[src/rtl/controlador_acesso_memoria.sv]
// controlador_acesso_memoria
// Load/store access controller between the MEM stage and a word-addressed data
// RAM. The RAM has a registered 1-cycle read and an independent write port.
// Byte and halfword stores are done as read-modify-write of the whole word.
// Loads return the selected lane, sign- or zero-extended, with a one-cycle
// done pulse.
//
// Optional feature: define MEM_CTRL_ALIGN_CHECK_EN to detect and reject
// misaligned requests. When it is undefined, misaligned is always 0, the low
// address bits a half or word access cannot use are ignored, and size=11
// behaves as a word access.
module controlador_acesso_memoria #(
  parameter int DATA_WIDTH = 32,
  parameter int ADDR_WIDTH = 13
) (
  input  logic                  clock,
  input  logic                  reset_n,
  input  logic                  req,
  input  logic                  wr,
  input  logic [1:0]            size,
  input  logic                  sign_ext,
  input  logic [ADDR_WIDTH+1:0] byte_addr,
  input  logic [DATA_WIDTH-1:0] wdata,
  output logic                  ready,
  output logic                  done,
  output logic [DATA_WIDTH-1:0] rdata,
  output logic                  misaligned,
  output logic [ADDR_WIDTH-1:0] mem_read_addr,
  output logic [ADDR_WIDTH-1:0] mem_write_addr,
  output logic [DATA_WIDTH-1:0] mem_data,
  output logic                  mem_we,
  input  logic [DATA_WIDTH-1:0] mem_q
);

  typedef enum logic [2:0] {S_IDLE, S_RD, S_CAP, S_WR, S_FIM} state_t;
  typedef enum logic [1:0] {SZ_BYTE = 2'b00, SZ_HALF = 2'b01,
                            SZ_WORD = 2'b10, SZ_RSVD = 2'b11} size_t;

`ifdef MEM_CTRL_ALIGN_CHECK_EN
  localparam bit ALIGN_CHECK = 1'b1;
`else
  localparam bit ALIGN_CHECK = 1'b0;
`endif

  state_t                  state_q;
  logic                    wr_q;
  size_t                   size_q;
  logic                    sign_q;
  logic [1:0]              lane_q;
  logic [ADDR_WIDTH-1:0]   addr_q;
  logic [DATA_WIDTH-1:0]   wdata_q;
  logic [DATA_WIDTH-1:0]   rdata_q;
  logic [DATA_WIDTH-1:0]   mem_data_q;
  logic                    mem_we_q;
  logic                    done_q;
  logic                    misaligned_q;

  size_t                   size_d;
  logic [1:0]              lane_d;
  logic                    align_bad;
  logic                    req_misaligned;
  logic [7:0]              byte_sel;
  logic [15:0]             half_sel;
  logic [DATA_WIDTH-1:0]   load_d;
  logic [DATA_WIDTH-1:0]   merge_d;

  // Normalise the incoming request: effective size, lane and alignment error.
  always_comb begin
    // NOTE: every signal gets a default before the case so no latch is inferred.
    size_d    = SZ_BYTE;
    lane_d    = byte_addr[1:0];
    align_bad = 1'b0;
    case (size)
      2'b00: begin
        size_d = SZ_BYTE;
      end
      2'b01: begin
        size_d    = SZ_HALF;
        lane_d    = {byte_addr[1], 1'b0};
        align_bad = byte_addr[0];
      end
      default: begin
        // Reserved size is an error when checking, otherwise a plain word.
        size_d    = SZ_WORD;
        lane_d    = 2'b00;
        align_bad = (byte_addr[1:0] != 2'b00) || (size == 2'b11);
      end
    endcase
    req_misaligned = ALIGN_CHECK && align_bad;
  end

  // Lane extraction for loads and lane merge for sub-word stores.
  always_comb begin
    byte_sel = mem_q[{lane_q, 3'b000} +: 8];
    half_sel = mem_q[{lane_q[1], 4'b0000} +: 16];
    load_d   = mem_q;
    merge_d  = wdata_q;
    case (size_q)
      SZ_BYTE: begin
        load_d  = {{24{sign_q & byte_sel[7]}}, byte_sel};
        merge_d = mem_q;
        merge_d[{lane_q, 3'b000} +: 8] = wdata_q[7:0];
      end
      SZ_HALF: begin
        load_d  = {{16{sign_q & half_sel[15]}}, half_sel};
        merge_d = mem_q;
        merge_d[{lane_q[1], 4'b0000} +: 16] = wdata_q[15:0];
      end
      default: begin
        load_d  = mem_q;
        merge_d = wdata_q;
      end
    endcase
  end

  // Control FSM with registered outputs; reset aborts any transfer in flight.
  always_ff @(posedge clock or negedge reset_n) begin
    if (!reset_n) begin
      // NOTE: every register, datapath included, is reset so outputs show a
      // defined value straight out of reset; there is no storage array here.
      state_q      <= S_IDLE;
      wr_q         <= 1'b0;
      size_q       <= SZ_BYTE;
      sign_q       <= 1'b0;
      lane_q       <= 2'b00;
      addr_q       <= '0;
      wdata_q      <= '0;
      rdata_q      <= '0;
      mem_data_q   <= '0;
      mem_we_q     <= 1'b0;
      done_q       <= 1'b0;
      misaligned_q <= 1'b0;
    end else begin
      // NOTE: non-blocking assignments so all state updates see pre-edge values.
      done_q       <= 1'b0;
      misaligned_q <= 1'b0;
      mem_we_q     <= 1'b0;
      case (state_q)
        S_IDLE: begin
          if (req) begin
            wr_q    <= wr;
            size_q  <= size_d;
            sign_q  <= sign_ext;
            lane_q  <= lane_d;
            addr_q  <= byte_addr[ADDR_WIDTH+1:2];
            wdata_q <= wdata;
            if (req_misaligned) begin
              state_q      <= S_FIM;
              done_q       <= 1'b1;
              misaligned_q <= 1'b1;
            end else if (wr && (size_d == SZ_WORD)) begin
              state_q    <= S_WR;
              mem_we_q   <= 1'b1;
              mem_data_q <= wdata;
            end else begin
              state_q <= S_RD;
            end
          end
        end
        S_RD: begin
          // RAM samples the read address on the edge leaving this state.
          state_q <= S_CAP;
        end
        S_CAP: begin
          if (wr_q) begin
            mem_data_q <= merge_d;
            mem_we_q   <= 1'b1;
            state_q    <= S_WR;
          end else begin
            rdata_q <= load_d;
            done_q  <= 1'b1;
            state_q <= S_FIM;
          end
        end
        S_WR: begin
          done_q  <= 1'b1;
          state_q <= S_FIM;
        end
        S_FIM: begin
          state_q <= S_IDLE;
        end
        default: begin
          state_q <= S_IDLE;
        end
      endcase
    end
  end

  assign ready          = (state_q == S_IDLE);
  assign done           = done_q;
  assign rdata          = rdata_q;
  assign misaligned     = misaligned_q;
  assign mem_read_addr  = addr_q;
  assign mem_write_addr = addr_q;
  assign mem_data       = mem_data_q;
  assign mem_we         = mem_we_q;

endmodule

[config.mk]
export PLATFORM = sky130hd
export DESIGN_NAME = controlador_acesso_memoria
export DESIGN_NICKNAME = d
export VERILOG_FILES = /design/src/rtl/controlador_acesso_memoria.sv
export SDC_FILE = /design/constraint.sdc
export NUM_CORES = 1
export LEC_CHECK = 0
export CAP_MARGIN = 5
export CORE_MARGIN = 2
export CORE_UTILIZATION = 40
export DETAILED_ROUTE_END_ITERATION = 10
export GPL_ROUTABILITY_DRIVEN = 0
export GPL_TIMING_DRIVEN = 0
export HOLD_SLACK_MARGIN = 0.15
export PLACE_DENSITY = 0.79
export SLEW_MARGIN = 20
export SYNTH_ARGS = -nofsm -noshare
export SYNTH_HDL_FRONTEND = slang
export SYNTH_SLANG_ARGS = --single-unit
export TNS_END_PERCENT = 30
[constraint.sdc]
create_clock -name clock -period 2.5 [get_ports clock]
set_input_delay 0.75 -clock clock [delete_from_list [all_inputs] [get_ports clock]]
set_output_delay 0.75 -clock clock [all_outputs]
set_load 0.02 [all_outputs]
-- After elaboration in Yosys (flattened, before gate mapping)
Cells that the tools add are included.
- memory bits (read-only): 0
- latch bits: 0
- memories: 0
- output and inout port bits: 94
- bits in writable memories: 0
- flip-flop bits (word level): 120
- shifts and indexed selects: 6
- reductions and logical operators: 8
- $add $sub $neg: 2
- bitwise operators: 3
- multipliers: 0
- div/mod/pow operators: 0
- multiplexer cells: 20
- eq/ne operators: 9
- $lt $le $gt $ge: 0
- operators with widths (operator ; count):
    32-bit case mux with 2 select lines ; 3
    32-bit 2-to-1 mux ; 3
    32-bit bitwise mux ; 2
    16-bit by 7-bit variable shift with 32-bit output (first input constant) ; 1
    8-bit by 7-bit variable shift with 32-bit output (first input constant) ; 1
    16-bit by 7-bit variable part select with 32-bit output ; 1
    32-bit by 6-bit variable part select with 16-bit output ; 1
    32-bit by 6-bit variable part select with 8-bit output ; 1
    8-bit by 7-bit variable part select with 32-bit output ; 1
    5-bit negation with 7-bit output ; 2
    3-bit case mux with 4 select lines ; 1
    2-bit case mux with 2 select lines ; 2
    3-bit by 2-bit == test with 1-bit output (second input constant) ; 2
    3-bit 2-to-1 mux ; 2
    2-bit by 1-bit == test with 1-bit output (second input constant) ; 2
    2-bit logical NOT ; 2
    1-bit 2-to-1 mux ; 4
    2-bit != test (second input constant) ; 2
    1-bit case mux with 2 select lines ; 2
    2-bit AND reduction ; 2
    4-bit AND reduction ; 1
    3-bit by 1-bit == test with 1-bit output (second input constant) ; 1
    3-bit logical NOT ; 1
    1-bit bitwise AND ; 2
    other kinds (6) ; 6

-- Depth between registers and ports, before layout
- depth in word-level cells: 7
- depth in mapped cells: 8

-- Worst setup path after synthesis
No wires, ideal clock.
- path kind: in2reg
- start: in mem_q[31]
- end: reg rdata_q[10] (netlist: rdata[10])
- path slack: 0.581 ns
- setup time: 0.146 ns
- stages: 3
- arrival time: 1.773 ns
- required time: 2.354 ns
- buffers on the path: 0
- cells stage by stage: mux4_2 -> a311oi_4 -> a211oi_1
- word-level cells in the longest chain between the ends: 3
- RTL lines (item ; line ; RTL):
    start, declared ; 32 ; input logic [DATA_WIDTH-1:0] mem_q
    32-bit by 6-bit variable part select with 8-bit output ; 94 ; byte_sel = mem_q[{lane_q, 3'b000} +: 8];
    1-bit bitwise AND ; 100 ; load_d = {{24{sign_q & byte_sel[7]}}, byte_sel};
    32-bit case mux with 2 select lines ; 98 ; case (size_q)
    end signal, assigned ; 170 ; rdata_q <= load_d;
    end, declared ; 52 ; logic [DATA_WIDTH-1:0] rdata_q;
Every way passes these cells.
A chain may end at the register's enable or synchronous reset.

-- Worst setup path in the final report
- start: in size[1]
- end: reg mem_data_q[15] (netlist: mem_data[15])
- word-level cells in the longest chain between the ends: 6
- elaborated cells on any way between the ends: 7
- classes of those cells: eq/ne: 3; mux: 1; reduce/logical: 3
- RTL lines (item ; line ; RTL):
    start, declared ; 20 ; input logic [1:0] size,
    2-bit by 1-bit == test with 1-bit output / 2-bit logical NOT (equally long branches) ; 73 ; case (size)
    2-bit case mux with 2 select lines (*) ; 73 ;
    2-bit == test (*) ; 151 ; end else if (wr && (size_d == SZ_WORD)) begin
    1-bit logical AND (*) ; 151 ;
    2-bit by 1-bit != test with 1-bit output (no line) (*) ; -- ;
    4-bit AND reduction (no line) (*) ; -- ;
    end signal, assigned ; 154 ; mem_data_q <= wdata;
    end signal, assigned ; 166 ; mem_data_q <= merge_d;
    end, declared ; 53 ; logic [DATA_WIDTH-1:0] mem_data_q;
Every way passes the cells marked *; elsewhere a longest branch is shown, timed or not.

==> flow_summary.ini <==
[run_status]
status = finished, final reports clean

[clock_tree]
clockBufferDepth = 2
root_buffer = clkbuf_16
cts_inserted_buffers = 17
clk_latency_ps = 410
cts.sinks = 120
cts_tree = built
cts_max_level = 4
clkSlewWorstSetupHoldPaths_ps = 60
cts_hold_buffers = 0
cts_setup_buffers = 0

[floorplanning]
dieArea_um2 = 17790
die_h_um = 133.4
die_w_um = 133.4
ios = 180
fp.coreArea_um2 = 16470
start_util_pct = 40.66
rows = 47

[placed_design]
dp_slack_ps = -432.6
portBuffers = 178
dp_hpwl_um = 16670
dpl_cell_area_um2 = 8781

[sta]
fin_setup_tns_ps = 0
timing.final.ws_setup_ps = 72.00
skew_ps = 10.39
maxSlewViolCount = 0
period_share_pct = 97.12
layout_min_cycle_time_ps = 2428
fmax_mhz = 411.9
setup_viol = 0
whs_ps = 306.9
rsz0062_at_grt = yes
tightest_slew_ps = 686.4
maxSlewHeadroom_pct = 54.14
final_hold_viol_count = 0

[power]
p_leak_nw = 3.851
combPwrFrac_pct = 51.9
swShare_pct = 40.46
p_sw_mw = 5.470
power_density_nw_per_um2 = 1429
power_frac_seq_pct = 27.7
pwr-share-clk_pct = 20.4
internal-power_mw = 8.050
irDropWorstVdd_mv = 0.5721

[routing]
wl_per_cell_um = 20.45
drc_errors = 0
dr.first_iter.drc_count = 576
via_per_inst = 5.897
dr.pass1.iters = 8
wirelength_um = 22290
vias = 6428
ant_nets = 0

[grt]
grt_usage_pct = 25.16
overflow = 0
grt_pass1_wl_um = 34390
first_global_vias = 6170
grt_max_degree = 62
antenna_found_initial = 0

[final_layout]
drive_above_1_share_pct = 17.01
final_nets = 948
n_fill_cell = 1453
num_antenna_cells = 0
fin_area_um2 = 9459
areaGrowthSynthToFinish_pct = 41.28

[critical_path]
path_delay_family = buffers and inverters
cp-start-kind = input pin
cp_num_buf_inv = 3
critPathCaptureType = flop
cp_max_fo = 10
cpPeakStageDelay_ps = 540
critPathKind = input pin to flop
worstPathCellList = clkdlybuf4s50_1, and2_1, clkbuf_1, clkbuf_1, a31oi_1, a31oi_1, a21o_1
cp.arrival_ps = 2780
cp_data_required_time_ps = 2850
worst_path_max_delay_cell = clkdlybuf4s50_1

[flow_run]
maxCapViolCount = 0

[synth]
syn_avg_cell_area_um2 = 10.16
synth.top_cell.area_share_pct = 44.85
netlist_instances = 659
synth_fp_nets = 750
synthTopCellsByArea = dfrtp_1 45%, mux2_2 9.3%, a31oi_1 5.2%
yosysSeqAreaShare_pct = 44.85
ys_warn_count = 0
synth-seq-cells = 120
synth_cell_types = 50
synth_area_leader_cell = dfrtp_1
synth_edf_count = 0
ys.flop_type = dfrtp_1
synth.cell_area_um2 = 6695
async_flop_share_pct = 100.0

[worst_hold_path]
hp-class = input pin to asynchronous set/reset pin
power groups by stage:
stage | Combinational [mW] | Clock [mW] | Sequential, mW
CTS | 6.95 | 2.78 | 3.70
floorplan | 3.59 | 0 | 4.25
global route | 7.50 | 2.86 | 3.82
finish | 7.02 | 2.75 | 3.75
global placement | 6.80 | 0 | 3.69
detailed placement | 6.92 | 0 | 3.71
cell families after synthesis:
| logic type | count (synthesis) | synth area share (%) |
|---|---|---|
| simple gates | 192 | 16.24 |
| compound gates | 185 | 19.23 |
| flops | 120 | 44.85 |
| buf+inv | 84 | 6.709 |
| mux | 72 | 11.98 |
| fa+ha+maj | 5 | 0.9344 |
| other cells | 1 | 0.05601 |
cells in the mapped netlist (2+ instances only):
master,n
a311o_1,3
a21oi_1,5
a211oi_1,9
dfrtp_1,120
and3_1,3
o22a_1,7
nand2_1,50
buf_6,4
nand3_1,54
nor2b_1,20
o21ai_1,8
nor2_1,15
clkbuf_1,29
nor3b_1,10
o21ai_0,38
nand3b_1,2
buf_1,4
nor4b_1,15
a31oi_1,56
nor3_1,4
inv_1,5
buf_4,21
ha_1,5
mux2_2,55
and3b_1,9
a221oi_2,2
a221oi_1,29
buf_2,20
a21o_1,21
mux2i_1,16
metrics by stage:
stage               util [%]  total power, mW  std cells
floorplan                  -            7.839        659
global placement       53.15            10.48       1057
detailed placement     53.33            10.64       1058
CTS                    57.35            13.42       1090
global route           57.45            14.18       1090
finish                 57.45            13.52       1090
registers in the layout (all words and copies together), names as in the netlist, 2 cells and up:
name / count
size_q: 2
rdata: 32
mem_read_addr: 13
mem_data: 32
state_q: 3
wdata_q: 32
lane_q: 2
final cells by class:
class                      count  area (um^2)  area share [%]
inverter                       6        22.52          0.2381
clock inverter                13        226.5           2.394
sequential                   120         3004           31.76
timing repair buffer         179         1809           19.13
clock buffer                  19        432.9           4.577
multi-input combinational    455         3261           34.47
buffer                        78        427.9           4.524
tap                          220        275.3           2.910
worst register-to-register path, stage by stage (launching register included):
cell and delay (ps):
dfrtp_1 370, buf_2 220, inv_1 150, ha_1 300, nor2b_1 170, a311o_1 450
a221oi_1 470, o21ai_1 130
routing by layer:
layer / wire, um / global-route usage [%]
met1: 9181 / 34.06
met2: 9967 / 38.40
met3: 2423 / 6.545
met4: 720 / 10.64
met5: 0 / 0
layout by cell type (no fill, tap or decap), types with 4 or more instances in the layout:
cell type,Yosys,routed
clkdlybuf4s50_1,0,176
dfrtp_1,120,119
a31oi_1,56,56
mux2_2,55,55
nand3_1,54,54
nand2_1,50,50
o21ai_0,38,38
clkbuf_1,29,30
a221oi_1,29,29
buf_4,21,21
a21o_1,21,21
buf_2,20,20
nor2b_1,20,20
clkbuf_16,0,17
mux2i_1,16,16
nor2_1,15,15
nor4b_1,15,15
nor3b_1,10,10
a211oi_1,9,9
and3b_1,9,9
o21ai_1,8,8
o22a_1,7,7
bufinv_16,0,6
buf_6,4,5
inv_1,5,5
ha_1,5,5
buf_1,4,4
a21oi_1,5,4
repair_timing:
action | CTS | global route
setup endpoints to repair | 22 | 18
gates resized for setup | 2 | 5
pin swaps | 0 | 0
final timing paths:
check	from	end	slack (ps)	depth (start not counted)
setup / recovery	size[1]	mem_data[15]$_DFFE_PN0P_	70	7
hold / removal	reset_n	rdata[1]$_DFFE_PN0P_	310	1
setup reg to reg	lane_q[1]$_DFFE_PN0P_	mem_data[7]$_DFFE_PN0P_	120	7
hold reg to reg	mem_data[13]$_DFFE_PN0P_	mem_data[13]$_DFFE_PN0P_	470	1
max in group asynchronous	reset_n	mem_data[31]$_DFFE_PN0P_	1500	2
min in group clock	mem_data[13]$_DFFE_PN0P_	mem_data[13]$_DFFE_PN0P_	470	1
Note: power is estimated with default switching activity, not from simulation.
